===== src/rtl/kirby_motion.sv =====
// Player-sprite motion controller: frame-strobe synchroniser, walk/jump/gravity
// integration with screen clamping, and a registered per-pixel sprite hit test.
module kirby_motion #(
  parameter int          SPR_W     = 32,
  parameter int          SPR_H     = 32,
  parameter int          X_MIN     = 0,
  parameter int          X_MAX     = 640,
  parameter int          Y_MIN     = 0,
  parameter int          Y_GROUND  = 400,
  parameter int          X_START   = 64,
  parameter int          WALK_V    = 2,
  parameter int          JUMP_V    = 8,
  parameter int          GRAVITY   = 1,
  parameter int          MAX_FALL  = 6,
  parameter int          N_JUMPS   = 3,
  parameter int          N_KEYS    = 4,
  parameter logic [7:0]  KEY_LEFT  = 8'h04,
  parameter logic [7:0]  KEY_RIGHT = 8'h07,
  parameter logic [7:0]  KEY_JUMP  = 8'h1A
) (
  input  logic                       Clk,
  input  logic                       Reset_n,
  input  logic                       frame_clk,
  input  logic [8*N_KEYS-1:0]        keycodes,
  input  logic [9:0]                 DrawX,
  input  logic [9:0]                 DrawY,
  output logic [9:0]                 pos_x,
  output logic [9:0]                 pos_y,
  output logic                       facing_left,
  output logic                       airborne,
  output logic                       is_kirby,
  output logic [$clog2(SPR_W)-1:0]   spr_x,
  output logic [$clog2(SPR_H)-1:0]   spr_y
);

  localparam int SXW     = $clog2(SPR_W);
  localparam int SYW     = $clog2(SPR_H);
  localparam int JW      = $clog2(N_JUMPS + 1);
  localparam int FLOOR_Y = Y_GROUND - SPR_H;
  localparam int X_HI    = X_MAX - SPR_W;

  localparam logic [0:0] ST_GROUND = 1'b0;
  localparam logic [0:0] ST_AIR    = 1'b1;

  localparam logic signed [10:0] C_X_MIN    = 11'(X_MIN);
  localparam logic signed [10:0] C_X_HI     = 11'(X_HI);
  localparam logic signed [10:0] C_Y_MIN    = 11'(Y_MIN);
  localparam logic signed [10:0] C_FLOOR    = 11'(FLOOR_Y);
  localparam logic signed [10:0] C_MAX_FALL = 11'(MAX_FALL);
  localparam logic signed [10:0] C_JUMP_V   = 11'(JUMP_V);
  localparam logic signed [10:0] C_WALK_V   = 11'(WALK_V);
  localparam logic signed [10:0] C_GRAVITY  = 11'(GRAVITY);

  // frame strobe synchroniser and edge detector
  logic r_fc_meta, r_fc_sync, r_fc_prev, r_tick;

  // motion state
  logic [9:0]        r_pos_x, r_pos_y;
  logic signed [7:0] r_vy;
  logic [JW-1:0]     r_jumps_used;
  logic [0:0]        r_state;
  logic              r_facing_left;
  logic              r_jump_prev;

  // hit-test registers
  logic              r_hit;
  logic [SXW-1:0]    r_spr_x;
  logic [SYW-1:0]    r_spr_y;

  // NOTE: every flop below uses <= so all registers see the pre-edge values of
  // their neighbours; a blocking = here would make the chain collapse into one stage.
  always_ff @(posedge Clk or negedge Reset_n) begin
    if (!Reset_n) begin
      r_fc_meta <= 1'b0;
      r_fc_sync <= 1'b0;
      r_fc_prev <= 1'b0;
      r_tick    <= 1'b0;
    end else begin
      r_fc_meta <= frame_clk;
      r_fc_sync <= r_fc_meta;
      r_fc_prev <= r_fc_sync;
      r_tick    <= r_fc_sync & ~r_fc_prev;
    end
  end

  logic w_left, w_right, w_jump;

  // NOTE: each always_comb output gets a default before any branch, so no path
  // leaves it unassigned and no latch is inferred.
  always_comb begin
    w_left  = 1'b0;
    w_right = 1'b0;
    w_jump  = 1'b0;
    for (int k = 0; k < N_KEYS; k++) begin
      if (keycodes[8*k +: 8] == KEY_LEFT)  w_left  = 1'b1;
      if (keycodes[8*k +: 8] == KEY_RIGHT) w_right = 1'b1;
      if (keycodes[8*k +: 8] == KEY_JUMP)  w_jump  = 1'b1;
    end
  end

  logic signed [10:0] w_vx, w_x_sum;
  logic [9:0]         w_x_next;
  logic               w_facing_next;

  always_comb begin
    w_vx          = 11'sd0;
    w_facing_next = r_facing_left;
    if (w_left && !w_right) begin
      w_vx          = -C_WALK_V;
      w_facing_next = 1'b1;
    end else if (w_right && !w_left) begin
      w_vx          = C_WALK_V;
      w_facing_next = 1'b0;
    end
    w_x_sum = $signed({1'b0, r_pos_x}) + w_vx;
    if (w_x_sum < C_X_MIN)     w_x_next = 10'(X_MIN);
    else if (w_x_sum > C_X_HI) w_x_next = 10'(X_HI);
    else                       w_x_next = w_x_sum[9:0];
  end

  logic               w_jump_edge;
  logic signed [10:0] w_vy_ext, w_vy_sum, w_vy_upd, w_y_base, w_y_sum;
  logic signed [7:0]  w_vy_next;
  logic [9:0]         w_y_next;
  logic [JW-1:0]      w_jumps_next;
  logic [0:0]         w_state_next;

  assign w_jump_edge = w_jump & ~r_jump_prev;
  assign w_vy_ext    = {{3{r_vy[7]}}, r_vy};

  always_comb begin
    w_state_next = r_state;
    w_jumps_next = r_jumps_used;
    w_y_base     = $signed({1'b0, r_pos_y});
    w_vy_sum     = w_vy_ext + C_GRAVITY;
    w_vy_upd     = w_vy_ext;
    case (r_state)
      ST_GROUND: begin
        if (w_jump_edge) begin
          w_vy_upd     = -C_JUMP_V;
          w_jumps_next = JW'(1);
          w_state_next = ST_AIR;
        end else begin
          w_vy_upd = 11'sd0;
          w_y_base = C_FLOOR;
        end
      end
      default: begin
        if (w_jump_edge && (r_jumps_used < JW'(N_JUMPS))) begin
          w_vy_upd     = -C_JUMP_V;
          w_jumps_next = r_jumps_used + JW'(1);
        end else begin
          w_vy_upd = (w_vy_sum > C_MAX_FALL) ? C_MAX_FALL : w_vy_sum;
        end
      end
    endcase

    // integrate with the freshly updated vy, then resolve floor and ceiling
    w_y_sum   = w_y_base + w_vy_upd;
    w_vy_next = w_vy_upd[7:0];
    if (w_y_sum >= C_FLOOR) begin
      w_y_next     = 10'(FLOOR_Y);
      w_vy_next    = 8'sd0;
      w_jumps_next = '0;
      w_state_next = ST_GROUND;
    end else if (w_y_sum < C_Y_MIN) begin
      w_y_next  = 10'(Y_MIN);
      w_vy_next = 8'sd0;
    end else begin
      w_y_next = w_y_sum[9:0];
    end
  end

  always_ff @(posedge Clk or negedge Reset_n) begin
    if (!Reset_n) begin
      r_pos_x       <= 10'(X_START);
      r_pos_y       <= 10'(FLOOR_Y);
      r_vy          <= 8'sd0;
      r_jumps_used  <= '0;
      r_state       <= ST_GROUND;
      r_facing_left <= 1'b0;
      r_jump_prev   <= 1'b0;
    end else if (r_tick) begin
      r_pos_x       <= w_x_next;
      r_pos_y       <= w_y_next;
      r_vy          <= w_vy_next;
      r_jumps_used  <= w_jumps_next;
      r_state       <= w_state_next;
      r_facing_left <= w_facing_next;
      r_jump_prev   <= w_jump;
    end
  end

  // 11-bit unsigned bounds so a sprite near the right edge cannot wrap
  logic [10:0]    w_dx, w_dy, w_px, w_py, w_px_end, w_py_end;
  logic           w_hit;
  logic [SXW-1:0] w_off_x;
  logic [SYW-1:0] w_off_y;

  assign w_dx     = {1'b0, DrawX};
  assign w_dy     = {1'b0, DrawY};
  assign w_px     = {1'b0, r_pos_x};
  assign w_py     = {1'b0, r_pos_y};
  assign w_px_end = w_px + 11'(SPR_W);
  assign w_py_end = w_py + 11'(SPR_H);
  assign w_hit    = (w_dx >= w_px) && (w_dx < w_px_end) &&
                    (w_dy >= w_py) && (w_dy < w_py_end);
  assign w_off_x  = DrawX[SXW-1:0] - r_pos_x[SXW-1:0];
  assign w_off_y  = DrawY[SYW-1:0] - r_pos_y[SYW-1:0];

  always_ff @(posedge Clk or negedge Reset_n) begin
    if (!Reset_n) begin
      r_hit   <= 1'b0;
      r_spr_x <= '0;
      r_spr_y <= '0;
    end else begin
      r_hit   <= w_hit;
      r_spr_x <= w_off_x;
      r_spr_y <= w_off_y;
    end
  end

  assign pos_x       = r_pos_x;
  assign pos_y       = r_pos_y;
  assign facing_left = r_facing_left;
  assign airborne    = (r_state == ST_AIR);
  assign is_kirby    = r_hit;
  assign spr_x       = r_spr_x;
  assign spr_y       = r_spr_y;

endmodule


===== config.mk =====
export PLATFORM = sky130hd
export DESIGN_NAME = kirby_motion
export DESIGN_NICKNAME = d
export VERILOG_FILES = /design/src/rtl/kirby_motion.sv
export SDC_FILE = /design/constraint.sdc
export NUM_CORES = 1
export LEC_CHECK = 0
export ABC_CLOCK_PERIOD_IN_PS = 4800
export CAP_MARGIN = 25
export CORE_MARGIN = 2
export CORE_UTILIZATION = 40
export CTS_CLUSTER_DIAMETER = 120
export CTS_CLUSTER_SIZE = 25
export DETAILED_ROUTE_END_ITERATION = 6
export PLACE_DENSITY = 0.65
export SYNTH_ARGS = -nofsm -noshare
export SYNTH_HDL_FRONTEND = slang
export SYNTH_SLANG_ARGS = --single-unit

===== constraint.sdc =====
create_clock -name Clk -period 4.8 [get_ports Clk]
set_clock_uncertainty 0.1 [all_clocks]
set_input_delay 0.72 -clock Clk [delete_from_list [all_inputs] [get_ports Clk]]
set_output_delay 0.72 -clock Clk [all_outputs]
set_load 0.03 [all_outputs]

# After elaboration in Yosys (flattened, before gate mapping)
# Index checks and enable logic that the tools add are counted.
# word_totals
regBits	48
output_inout_bits	33
in_bits	55
elab_cells	96
# op_classes
bitwise	4
n_lt_le_gt_ge	10
n_eq_ne	13
add_sub_neg	8
muxes	35
n_reduce_logical	12
# op_table
operator	count
8-bit by 3-bit equality test with 1-bit output, second input constant	8
10-bit two-way mux	6
11-bit two-way mux	5
8-bit by 5-bit equality test with 1-bit output, second input constant	4
10-bit by 6-bit adder with 11-bit output, second input constant	2
11-bit adder	2
10-bit by 11-bit less-than comparator with 1-bit output	2
11-bit by 1-bit less-than comparator with 1-bit output, second input constant	2
10-bit >= comparator	2
1-bit two-way mux	17
8-bit two-way mux	2
11-bit by 10-bit >= comparator with 1-bit output, second input constant	1
11-bit greater-than comparator, second input constant	1
2-bit two-way mux	5
5-bit subtractor	2
8-bit by 2-bit adder with 9-bit output, second input constant	1
9-bit by 4-bit greater-than comparator with 1-bit output, second input constant	1
1-bit logical AND	6
3-bit by 1-bit inequality test with 1-bit output, second input constant	1
3-bit AND reduction	1
3-bit nonzero test	1
2-bit by 1-bit adder with 2-bit output, second input constant	1
1-bit AND	2
1-bit logical NOT	2
4 further kinds	5

# Longest topological paths before layout
# Gate-level depths: netlist of run 1.
# depth
ltp_word	13
depth_mapped	18
depth_no_buf	17

# Least setup slack after synthesis of run 1
# Ideal clock, no wire load.
# synth_path
kind	in2reg
from	in keycodes[13]
to	reg r_vy[3]
path_slack_ps	456
t_required_ps	4634
cell_stages	16
setup_time_ps	66
path_buffers	1
arrival_ps	4178
path_cell_list	or3_1 > or4_4 > a41oi_4 > nand2b_1 > nand2_1 > nor3b_1 > ha_1 > fa_1 > nand3_1 > a21oi_1 > o31ai_1 > xor2_1 > o21ai_2 > nor3_2 > buf_6 > a22o_1
# synth_between
elab_chain_len	12
word_cells_on_any_way	16
classes_between	add/sub (1); order compare (2); eq/ne (1); mux (10); bitwise (1); reduce/logical (1)
# synth_rtl
element	line_no	text
start: declaration	24	input logic [8*N_KEYS-1:0] keycodes,
8-bit by 5-bit equality test with 1-bit output *	97	if (keycodes[8*k +: 8] == KEY_JUMP) w_jump = 1'b1;
1-bit two-way mux * (3 in series)	97	
1-bit AND *	128	assign w_jump_edge = w_jump & ~r_jump_prev;
1-bit logical AND	149	if (w_jump_edge && (r_jumps_used < JW'(N_JUMPS))) begin
11-bit two-way mux	149	
11-bit two-way mux	137	case (r_state)
11-bit adder	159	w_y_sum = w_y_base + w_vy_upd;
11-bit by 1-bit less-than comparator with 1-bit output	166	end else if (w_y_sum < C_Y_MIN) begin
8-bit two-way mux	166	
8-bit two-way mux *	161	if (w_y_sum >= C_FLOOR) begin
end signal: assignment	186	r_vy <= w_vy_next;
end: declaration	59	logic signed [7:0] r_vy;
# Every way passes the cells marked *; elsewhere a longest branch is shown, timed or not.
# A chain may end at the register's enable or synchronous reset.

# Final worst setup path of run 1
# layout_path
from	in keycodes[31]
to	reg r_vy[5]
# layout_between
elab_chain_len	10
word_cells_on_any_way	14
classes_between	add/sub (1); order compare (2); eq/ne (1); mux (8); bitwise (1); reduce/logical (1)
# layout_rtl
element	line_no
8-bit by 5-bit equality test with 1-bit output *	97
1-bit two-way mux *	97
1-bit AND *	128
1-bit logical AND	149
11-bit two-way mux	149
11-bit two-way mux	137
11-bit adder	159
11-bit by 1-bit less-than comparator with 1-bit output	166
8-bit two-way mux	166
8-bit two-way mux *	161
# Marks and branches as above.

==> flow_summary.yaml, run 1 <==
detailed_routing:
  totalWireLength_microns: 10800
  first_pass_iters: 4
  drc: 0
  via_per_inst: 5.36
  drt_iter0_drc: 213
  final_antenna_net_count: 0
  wire_per_inst_microns: 14.8
  num_vias: 3920
clock_network:
  clock-root-buffer: "clkbuf_8"
  clock-sinks: 47
  clk_pin_slew_ns: 0.09
  clock_latency_ns: 0.31
  numCtsBuffers: 5
  clockBufferDepth: 2
  cts_tree: "built"
  cts-htree-levels: 2
die:
  num_rows: 37
  die_x_microns: 106
  dieArea_sq_mm: 0.0113
  die_h_microns: 106
  ios: 88
  core-area_sq_mm: 0.0102
  start_util: 0.408
setup_path:
  end_kind: "flop"
  crit_type: "input port to flop"
  cpLargestDelayFamily: "simple AND/OR/NAND/NOR gates"
  worstPathCellList: "clkdlybuf4s50_1, or3_4, or4_4, a41oi_4, or2_4, buf_4, nand2_1, ha_1, or3_1, or3_1, o22ai_2, xor2_1, o21ai_2, buf_4, o41ai_2, a22o_1"
  cp.arrival_ns: 4.84
  crit_required_ns: 4.94
  crit_path_start_kind: "input port"
  path_buf_inv: 3
  path_max_fanout: 4
  slowest_delay_ns: 0.54
  slowest_stage: "or4_4"
yosys:
  synth_cell_types: 68
  yosys.area.top_type: "dfrtp_1"
  netlist_instances: 466
  synth_ff_type: "dfrtp_1"
  ys_warn_count: 0
  synth_edf_count: 0
  synth_seq_cells: 47
  ys_top_cells_by_area: "dfrtp_1 (25%), ha_1 (16%), inv_1 (3.6%), xnor2_1 (3.4%), a22o_1 (3.1%)"
  yosysMostFrequentCell: "ha_1"
  syn_area_per_cell_sq_um: 8.96
  synth_seq_area_share: 0.283
  yosys-top-cells-count: "ha_1 (55), dfrtp_1 (42), inv_1 (40), nor2_1 (34), a21oi_1 (25)"
  synth_area_sq_mm: 0.00418
  async_reset_ff_frac: 1.00
  netlist.area_leader.share: 0.252
timing:
  clock.fmax_ghz: 0.213
  tightestPinTransition_ns: 0.921
  fin_setup_tns_ns: 0
  slew_headroom: 0.382
  hold-worst-slack_ns: 0.264
  fin_ws_ns: 0.105
  hold_viol: 0
  setup_viol: 0
  period_minus_slack_ns: 4.69
  slew_violations: 0
  fin_crit_sh: 0.978
layout:
  fin_util: 0.553
  antenna_cells: 0
  area_delta_synth_final_pct: 35.5
  drive_gt1_frac: 0.151
  layout.nets: 708
  finalInstanceArea_sq_mm: 0.00566
  final_cells: 731
power_and_ir_drop:
  irDropWorstVdd_uv: 191
  power_density_mw_per_mm2: 251
  power_mw: 1.42
  p_leak_nw: 2.53
global_routing:
  grtUsageTotal: 0.196
  overflow: 0
  antenna_found_initial: 0
  grt_max_degree: 48
  grt_pass1_wl_microns: 18100
  grt_pass1_vias: 3873
placement:
  placed_area_sq_mm: 0.00547
  place.gp.congestion: 0.816
  portBuffers: 86
  hpwl_microns: 8520
  placed_cells: 721
  place_worst_setup_slack_ns: -0.216
status:
  status: "finished clean"
min_path:
  hp-class: "flop to flop"
run:
  cap_violations: 0
-- per-layer routing --
layer | part of all wire | up-vias | global-route usage
li1 | - | 1988 | -
met1 | 0.47 | 1831 | 0.265
met2 | 0.46 | 87 | 0.328
met3 | 0.049 | 14 | 0.0343
met4 | 0.015 | 0 | 0.0470
met5 | 0 | - | 0
-- worst reg2reg max path: stages, from the launching register on --
cell      delay (ns)
dfrtp_1         0.48
ha_1            0.28
nand2b_1        0.23
o21ai_0         0.10
or4_1           0.47
a22oi_1         0.24
or2_2           0.19
nor3b_1         0.29
ha_2            0.28
fa_1            0.20
nand3_1         0.10
a21oi_2         0.30
o31ai_2         0.11
xor2_1          0.16
o21ai_2         0.29
nor3_4          0.09
buf_6           0.17
a221o_1         0.28
-- cell families (layout without fill, tap and decap cells) --
group,Yosys count,count (layout),share of synthesized area
muxes,1,1,0.00240
buffers and inverters,52,180,0.0503
other,1,2,0.000898
adders and majority gates,59,59,0.184
xor gates and xnor gates,28,28,0.0632
AOI/OAI and AO/OA,137,137,0.238
and+or+nand+nor,141,141,0.178
DFF,47,47,0.283
-- state kept, by name, indices dropped and copies added (netlist names) --
signal	count
pos_y	10
pos_x	9
r_vy	8
spr_x	5
spr_y	5
r_jumps_used	2
airborne	1
facing_left	1
is_kirby	1
r_fc_meta	1
r_fc_prev	1
r_fc_sync	1
r_jump_prev	1
r_tick	1
-- area by class of cell --
| class | instances | area (sq um) |
|---|---|---|
| Clock buffer | 6 | 72.6 |
| Sequential cell | 47 | 1180 |
| Inverter | 41 | 154 |
| Fill cell | 914 | 4570 |
| Multi-Input combinational cell | 368 | 2870 |
| Timing Repair Buffer | 131 | 1190 |
| Tap cell | 136 | 170 |
| Clock inverter | 2 | 12.5 |
-- report_power, final --
part	switching [mW]	leakage [nW]	internal, mW
sequential	0.0638	0.601	0.452
combinational	0.347	1.88	0.318
clock	0.139	0.0412	0.102
-- placed cells by master (no fill, tap or decap), drive strengths merged, types with 3 or more instances in the layout --
cell type,n
a21boi,3
o211ai,6
or2,4
a211oi,5
ha,55
dfrtp,42
nor3,10
and2,5
a41oi,4
clkdlybuf4s50,85
o2111ai,4
a21oi,26
nand2,24
nor2b,4
inv,40
buf,46
a32o,3
nand4,4
xnor2,17
clkbuf,6
xor2,11
nor4b,6
o21a,4
o22ai,7
or3,6
o311ai,3
dfstp,5
nand3,20
nor2,34
a21o,12
o21ai,22
or4,3
fa,4
and3,4
nand2b,9
a22o,15
a31oi,5
-- final timing paths --
path | depth (start not counted) | slack, ns | to | startpoint
worst max-delay path | 16 | 0.11 | r_vy[5]$_DFFE_PN0P_ | keycodes[31]
worst min-delay path | 0 | 0.26 | r_fc_sync$_DFF_PN0_ | r_fc_meta$_DFF_PN0_
worst max register to register | 17 | 0.32 | r_vy[2]$_DFFE_PN0P_ | r_vy[0]$_DFFE_PN0P_
worst min register to register | 0 | 0.26 | r_fc_sync$_DFF_PN0_ | r_fc_meta$_DFF_PN0_
max in group asynchronous | 2 | 3.78 | pos_x[1]$_DFFE_PN0P_ | Reset_n
min in group asynchronous | 2 | 0.40 | spr_y[1]$_DFF_PN0_ | Reset_n
-- what timing repair did --
| item | 4_1_cts | 5_1_grt |
|---|---|---|
| buffers inserted | 0 | 1 |
| hold buffers | 0 | 0 |
| endpoints found under the setup margin | 0 | 24 |
| resized for setup | 0 | 23 |
No activity file was read; power rests on OpenSTA's default activity.
==> run 2: changes to the inputs <==
--- a/config.mk
+++ b/config.mk
@@ -7,12 +7,14 @@
 export LEC_CHECK = 0
 export ABC_CLOCK_PERIOD_IN_PS = 4800
 export CAP_MARGIN = 25
+export CORE_ASPECT_RATIO = 1.25
 export CORE_MARGIN = 2
 export CORE_UTILIZATION = 40
 export CTS_CLUSTER_DIAMETER = 120
 export CTS_CLUSTER_SIZE = 25
 export DETAILED_ROUTE_END_ITERATION = 6
 export PLACE_DENSITY = 0.65
+export RECOVER_POWER = 100
 export SYNTH_ARGS = -nofsm -noshare
 export SYNTH_HDL_FRONTEND = slang
 export SYNTH_SLANG_ARGS = --single-unit
==> run 2 against run 1 <==
  * Final area decreased by 1.0%
  * Wire length increased by 2.0%
  * Highest routed layer unchanged
  * Combinational power decreased by 4.7%
  * Core utilization decreased by 0.16 points
  * Clock power increased by 41%
  * The flow now finishes with violations (capacitance limit, slew limit)
  * Fmax increased by 0.94%
  * Register-to-register slack got worse by 0.03 ns
  * Clock-buffer cell count increased by 1
  * Global-route usage decreased by 0.087 points
==> flow_summary.yaml, run 2 (same netlist as run 1, synthesis figures left out) <==
status:
  status: "finished with violations"
  violations: "capacitance limit, slew limit"
detailed_routing:
  final_antenna_net_count: 0
  first_pass_iters: 7
  wire_per_inst_microns: 15.3
  via_per_inst: 5.50
  drc: 0
  totalWireLength_microns: 11000
  num_vias: 3955
  drt_iter0_drc: 160
clock_network:
  clockBufferDepth: 2
  clk_pin_slew_ns: 0.06
  cts_tree: "built"
  clock_latency_ns: 0.29
  clock-sinks: 47
  cts-htree-levels: 2
  postCtsSetupRepairBufs: 0
  numCtsBuffers: 5
  clock-root-buffer: "clkbuf_16"
setup_path:
  crit_path_start_kind: "input port"
  end_kind: "flop"
  rr_startpoint: "r_vy[0]$_DFFE_PN0P_"
  slowest_stage: "or4_4"
  r2r_slack_ns: 0.29
  cpLargestDelayFamily: "simple AND/OR/NAND/NOR gates"
  r2r_cells: 18
  path_max_fanout: 9
  cp.arrival_ns: 4.78
  reg2reg_to: "r_vy[2]$_DFFE_PN0P_"
  slowest_delay_ns: 0.56
  crit_path_frequent_cell: "or3_1"
  worstPathCellList: "clkdlybuf4s50_1, or3_1, or4_4, a41oi_4, or2_4, buf_4, nand2_1, ha_1, or3_1, or3_1, o22ai_1, xor2_1, o21ai_2, nor3_2, buf_4, a221o_1"
  crit_required_ns: 4.93
  path_buf_inv: 3
  crit_type: "input port to flop"
placement:
  hpwl_microns: 8800
  placed_area_sq_mm: 0.00545
  placed_cells: 711
  portBuffers: 86
  place.gp.congestion: 0.877
layout:
  final_cells: 719
  finalInstanceArea_sq_mm: 0.00560
  largest_reg_flops: 10
  drive_gt1_frac: 0.122
  layout_common_cells: "ha_1 (55), clkdlybuf4s50_1 (48), dfrtp_1 (42)"
  final_common_cell: "ha_1"
  fillers: 933
  antenna_cells: 0
  fin_util: 0.552
  area_delta_synth_final_pct: 34.2
  layout.nets: 703
die:
  num_rows: 41
  dieArea_sq_mm: 0.0113
  die_x_microns: 95.4
  core-area_sq_mm: 0.0102
  start_util: 0.411
  die_h_microns: 118
  ios: 88
min_path:
  hp-class: "input port to async pin"
global_routing:
  antenna_found_initial: 0
  overflow: 0
  grtUsageTotal: 0.196
  grt_pass1_wl_microns: 17900
  grt_max_degree: 41
  grt_pass1_vias: 3974
power_and_ir_drop:
  p_leak_nw: 2.55
  irDropWorstVdd_uv: 231
  power_mw: 1.48
  power_density_mw_per_mm2: 265
timing:
  setup_viol: 0
  fin_crit_sh: 0.969
  clock.fmax_ghz: 0.215
  hold_viol: 0
  tightestPinTransition_ns: 2.14
  slew_violations: 41
  rsz0062_at_grt: "no"
  hold-worst-slack_ns: 0.248
  period_minus_slack_ns: 4.65
  slew_headroom: -0.427
run:
  cap_violations: 1
run 2: cell types whose count changed in the layout (fill, tap and decap cells not counted), moves of 4 or more:
cell | previous run | this run
dlygate4sd3_1 | 0 | 37
clkbuf_8 | 5 | 0
clkbuf_1 | 1 | 5
clkbuf_16 | 0 | 5
clkdlybuf4s50_1 | 85 | 48
buf_4 | 43 | 35
run 2: area by class of cell:
cell class	count	area [sq um]	area share
clock inverters	1	5.00	0.000893
clock buffers	7	133	0.0237
flip-flops and latches	47	1180	0.211
multi-input cells	368	2820	0.504
well taps	129	161	0.0288
inverters	41	154	0.0275
repair buffers	126	1140	0.204
run 2: metal layers:
metal | vias to the layer above | GRT usage | routed length [microns]
met4 | 0 | 0.0518 | 227
met5 | - | 0 | 0
met2 | 81 | 0.367 | 5960
met1 | 1884 | 0.228 | 4500
li1 | 1967 | - | -
met3 | 23 | 0.0242 | 321
run 2: how the worst max path moves through the flow:
stage,start,cells after the start,to
after global placement,keycodes[13],17,r_vy[2]$_DFFE_PN0P_
after CTS,keycodes[13],16,r_vy[2]$_DFFE_PN0P_
final,keycodes[13],16,r_vy[2]$_DFFE_PN0P_
after global routing,keycodes[13],18,airborne$_DFFE_PN0P_
after detailed placement,keycodes[13],16,r_vy[2]$_DFFE_PN0P_
after floorplan,keycodes[13],16,r_vy[3]$_DFFE_PN0P_
run 2: where the power goes:
part | internal (mW) | leakage (nW) | switching, mW
clock network | 0.193 | 0.0679 | 0.146
logic | 0.288 | 1.88 | 0.346
registers | 0.452 | 0.601 | 0.0597
total | 0.933 | 2.55 | 0.552
run 2: repair_timing:
item / in CTS / in global routing
endpoints found under the setup margin: 0 / 22
hold buffers: 0 / 0
resized for setup: 0 / 9
run 2: through the flow:
stage / TNS, ns / worst slack (ns)
CTS: 0 / 0.114
floorplan: 0 / 0.456
finish: 0 / 0.149
global route: 0 / 0.0164
detailed placement: -2.45 / -0.162
global placement: -0.499 / -0.0836
==> patch 1: new RTL, config.mk and constraints of run 2 <==
Put one more register stage on the output `pos_y`. The value now appears one clock later. The other outputs are not delayed to match.
--- a/src/rtl/kirby_motion.sv
+++ b/src/rtl/kirby_motion.sv
@@ -221,7 +221,9 @@
   end
 
   assign pos_x       = r_pos_x;
-  assign pos_y       = r_pos_y;
+  always_ff @(posedge Clk) begin
+    pos_y <= r_pos_y;
+  end
   assign facing_left = r_facing_left;
   assign airborne    = (r_state == ST_AIR);
   assign is_kirby    = r_hit;
Formal check against the unedited RTL: not equivalent (a bounded check fails within 10 cycles, from zero or initial values and one cycle with Reset_n low).
==> patch 1 against run 2 <==
  * The run still ends with capacitance limit, slew limit left
  * Cell area is 9.9% higher
  * Synthesized cell count up 2.1%
  * Total power is 27% higher
  * Area after synthesis rose by 5.2%
  * Setup slack worse by 14 ps
  * Non-clock buffer count grew 18
  * Sequential cell count increased by 10
  * Via count rose by 4.4%
  * Wire length up 1.7%
  * Critical path type unchanged
  * Critical endpoint is now r_vy[5]
  * Largest cell class unchanged
==> patch 1: results (changes against run 2) <==
Outcome
  • Status: complete, but fails checks
  • Violated checks: capacitance limit, slew limit

Global route
  • Met1 Use GR: 0.218 (-0.00960)
  • Pin count of the biggest net entering global routing: 48 (+17%)
  • Grt met2 use: 0.364 (-0.00285)
  • GR Layer Usage met3: 0.0242 (-0.0000257)
  • Vias in the first global route: 4,212 (+6.0%)
  • First-pass GRT wire length: 18,700 µm (+4.0%)

Synth
  • Netlist cell types: 69 (+1.5%)
  • Post-synthesis cell count: 476 (+2.1%)
  • Top cells by area in the synthesized netlist: dfrtp_1 24%, ha_1 16%, dfxtp_1 4.6%

Setup path
  • Largest delay share family, worst path: compound AO/OA/AOI/OAI gates
  • R2r setup slk: 380 ps (+90 ps)
  • Setup crit start: keycodes[29]

Placement
  • Area after DPL: 5760 µm² (+5.6%)
  • Routability Congestion: 0.861 (-1.8%)
  • HPWL Detailed: 8770 µm (-0.35%)
  • Pre-CTS setup slack: -643 ps (-481 ps)

Drt
  • Wire per inst: 14.8 µm (-3.5%)
  • M1 WL: 4570 µm (+1.6%)
  • DRT Wirelength: 11,200 µm (+1.7%)
  • Via count: 4,129 (+4.4%)
  • Drt pass-1 iters: 6 (-1)
  • DR iter-0 viols: 178 (+11%)
  • Met3 WL: 313 µm (-2.5%)

Run
  • Max Cap Viol: 1 (unchanged)

Final layout
  • Layout Nets: 735 (+4.6%)

Hold path
  • Worst Hold Class: reg2reg

CTS
  • H-tree depth: 3 (+1)

STA
  • Slew Limit Fails: 48 (+17%)
==> patch 1: cell count changes after synthesis <==
cell,change
o21ai_4,+1
o21ai_2,-2
dfxtp_1,+10
buf_4,-1
o21ai_1,+1
a21oi_4,+1
buf_6,+1
a21oi_2,-1
==> patch 1: cell type report <==
cell class	count	area, µm²
fillers	970	4510
multi-input cells	368	2860
flip-flops and latches	57	1380
repair buffers	144	1300
clock buffers	13	260
well taps	132	165
inverters	41	154
clock inverters	3	40.0
==> patch 1: how the worst min path moves through the flow <==
stage               startpoint        end  slack, ps  cells after the start
floorplan            r_fc_meta  r_fc_sync        230                      0
global placement     r_fc_meta  r_fc_sync        230                      0
detailed placement   r_fc_meta  r_fc_sync        240                      0
CTS                  r_fc_meta  r_fc_sync        250                      0
global route         r_fc_meta  r_fc_sync        270                      0
finish               r_fc_meta  r_fc_sync        250                      0
==> patch 1: timing repair <==
| item | in CTS | in global routing |
|---|---|---|
| pin swaps | 1 | 6 |
| cloned | 0 | 0 |
| hold buffers | 0 | 0 |
| endpoints found under the setup margin | 16 | 23 |
| buffers inserted | 1 | 3 |
| gates resized for setup | 3 | 13 |
==> patch 1: power groups by stage <==
stage | clock [µW] | sequential [µW] | combinational (µW)
finish | 638 | 602 | 650
global route | 671 | 613 | 724
floorplan | 0 | 693 | 313
global placement | 0 | 611 | 647
CTS | 649 | 607 | 673
detailed placement | 0 | 613 | 666
==> patch 1: cells by family after synthesis <==
logic type / Yosys count / share of synthesized area
compound gates: 137 / 0.229
buf+inv: 52 / 0.0487
xor+xnor: 28 / 0.0601
simple gates: 141 / 0.170
mux: 1 / 0.00228
fa+ha+maj: 59 / 0.175
other cells: 1 / 0.000854
flops: 57 / 0.315
==> patch 2: new RTL, flow settings as in run 2 <==
Without the edit above. The parameter `N_JUMPS` goes from 3 to 6.
--- a/src/rtl/kirby_motion.sv
+++ b/src/rtl/kirby_motion.sv
@@ -12,7 +12,7 @@
   parameter int          JUMP_V    = 8,
   parameter int          GRAVITY   = 1,
   parameter int          MAX_FALL  = 6,
-  parameter int          N_JUMPS   = 3,
+  parameter int          N_JUMPS   = 6,
   parameter int          N_KEYS    = 4,
   parameter logic [7:0]  KEY_LEFT  = 8'h04,
   parameter logic [7:0]  KEY_RIGHT = 8'h07,
Behaviour: no difference found for any inputs over 10 cycles, from zero or initial values and one cycle with Reset_n low; that may be too few to reach the edited logic, so the function may still have changed.
==> patch 2 against run 2 <==
  * The run still ends with capacitance limit, slew limit left
  * Sequential power fell by 0.8%
  * Hold slack better by 6.7 ps
  * Cell count grew 8.2%
  * Total power up 2.2%
  * Count of clock-buffer cells in the layout is 1 lower
  * Sequential cell count increased by 1
  * Critical path type unchanged
  * Wire length up 0.33%
  * Non-clock buffer count up 35
  * Synthesized cell count grew 4.9%
  * Critical path depth increased by 1
  * Cell area is 7.7% higher
  * Area after synthesis up 2.4%
  * Setup slack worse by 3.9 ps
==> patch 2: results (changes against run 2) <==
Final layout
  • Share of cells above drive strength 1: 0.192 (+0.0699)
  • Fraction of area in registers: 0.200 (-0.0106)
  • Area of the multi-input gates: 2930 µm² (+3.9%)
  • Multi-input gate count: 382 (+3.8%)
  • Final-layout fill cell count: 982 (+5.3%)
  • Clock network area share: 0.0247 (+0.0000987)
  • CLK BUF: 6 (-1)
  • NonClk Buf Share: 0.233 (+0.0284)
  • Non-clk invs: 47 (+15%)
  • Number of non-clock buffers in the layout: 161 (+28%)
  • Layout Nets: 759 (+8.0%)

Power
  • Worst IR drop on VDD: 0.000148 V (-36%)
  • Lkg Pwr: 0.00275 µW (+8.1%)

STA
  • Slew Limit Fails: 40 (-2.4%)
  • Worst-Margin Slew: 2170 ps (+33.9 ps)
  • Final hold slack: 255 ps (+6.74 ps)
  • Setup Viol. Count Final: 0 (unchanged)

Global route
  • Pin count of the biggest net entering global routing: 40 (-2.4%)
  • Vias in the first global route: 4,239 (+6.7%)
  • First-pass GRT wire length: 18,700 µm (+4.4%)
  • GRT Total Usage: 0.201 (+0.00557)

Synth
  • Netlist cell types: 74 (+8.8%)
  • Top cells by count, synth: 55 x ha_1, 47 x inv_1, 43 x dfrtp_1
  • Top cells by area in the synthesized netlist: dfrtp_1 25%, ha_1 16%, xnor2_1 4.5%
  • Sequential cell area fraction in the yosys report: 0.282 (-0.000692)

Setup path
  • Worst-path fanout max: 4 (-5)
  • CP endpoint: r_vy[0]
  • Reg2Reg Depth: 19 (+1)
  • R2r setup slk: 310 ps (+20 ps)
  • Critical path arrival: 4760 ps (-20 ps)
  • R2R Path End: r_vy[0]
  • Setup crit start: keycodes[24]
  • Reg2Reg Launch Point: r_vy[1]

Drt
  • Wire per inst: 14.2 µm (-7.3%)
  • DR iter-0 viols: 136 (-15%)
  • Vias per inst: 5.33 (-3.1%)
  • Drt pass-1 iters: 4 (-3)

Outcome
  • Status: complete, but fails checks
  • Violated checks: capacitance limit, slew limit

Hold path
  • Hold Path Stages: 0
  • Worst Hold Class: reg2reg

CTS
  • Clk buf depth: 2 (unchanged)
  • Clk sinks: 48 (+2.1%)

Placement
  • Routability Congestion: 0.935 (+6.6%)
  • HPWL Detailed: 8850 µm (+0.56%)

Run
  • Max Cap Viol: 1 (unchanged)
-- patch 2: logic make-up after synthesis --
kind of cell / after synthesis / share of synthesized area
XOR/XNOR: 33 / 0.0676
multiplexers: 1 / 0.00234
adder cells (fa/ha/maj): 59 / 0.180
AO/OA/AOI/OAI: 151 / 0.241
buffers and inverters: 60 / 0.0574
AND/OR/NAND/NOR: 136 / 0.169
flip-flops: 48 / 0.282
other: 1 / 0.000877
-- patch 2: repair_timing --
action | in CTS | in global routing
resized for setup | 13 | 16
hold buffers | 0 | 0
setup buffers | 4 | 5
setup endpoints to repair | 23 | 26
pin swaps | 15 | 8
-- patch 2: metal layers --
metal / part of all wire / global-route usage / vias up
met1: 0.43 / 0.252 / 1933
li1: - / - / 2089
met5: 0 / 0 / -
met4: 0.023 / 0.0766 / 0
met3: 0.036 / 0.0220 / 23
met2: 0.51 / 0.350 / 101
-- patch 2: critical path, cell delays in order --
cell             delay [ps]
clkdlybuf4s50_1         450
or4_4                   560
o21ai_4                  80
nor2_2                   70
nor2_4                  140
a21bo_4                 160
nor3_2                   40
ha_2                    190
fa_2                    360
a21oi_2                 130
nand4b_1                130
nand2_1                  90
o41a_1                  340
or4_4                   490
a211o_1                 330
or2_4                   290
o31ai_4                 200
-- patch 2: power by group --
part	internal, µW	switching [µW]	total (µW)
logic	319	331	650
registers	459	49.3	508
clock network	206	153	359
-- patch 2: metrics by stage --
step / util / instance area [µm²] / setup slack (ps) / instances
floorplan: - / 4310 / -71.2 / 490
global placement: 0.546 / 5740 / -368 / 760
detailed placement: 0.548 / 5760 / -471 / 761
CTS: 0.566 / 5950 / 0.272 / 773
global route: 0.574 / 6040 / -18.9 / 778
finish: 0.574 / 6040 / 145 / 778
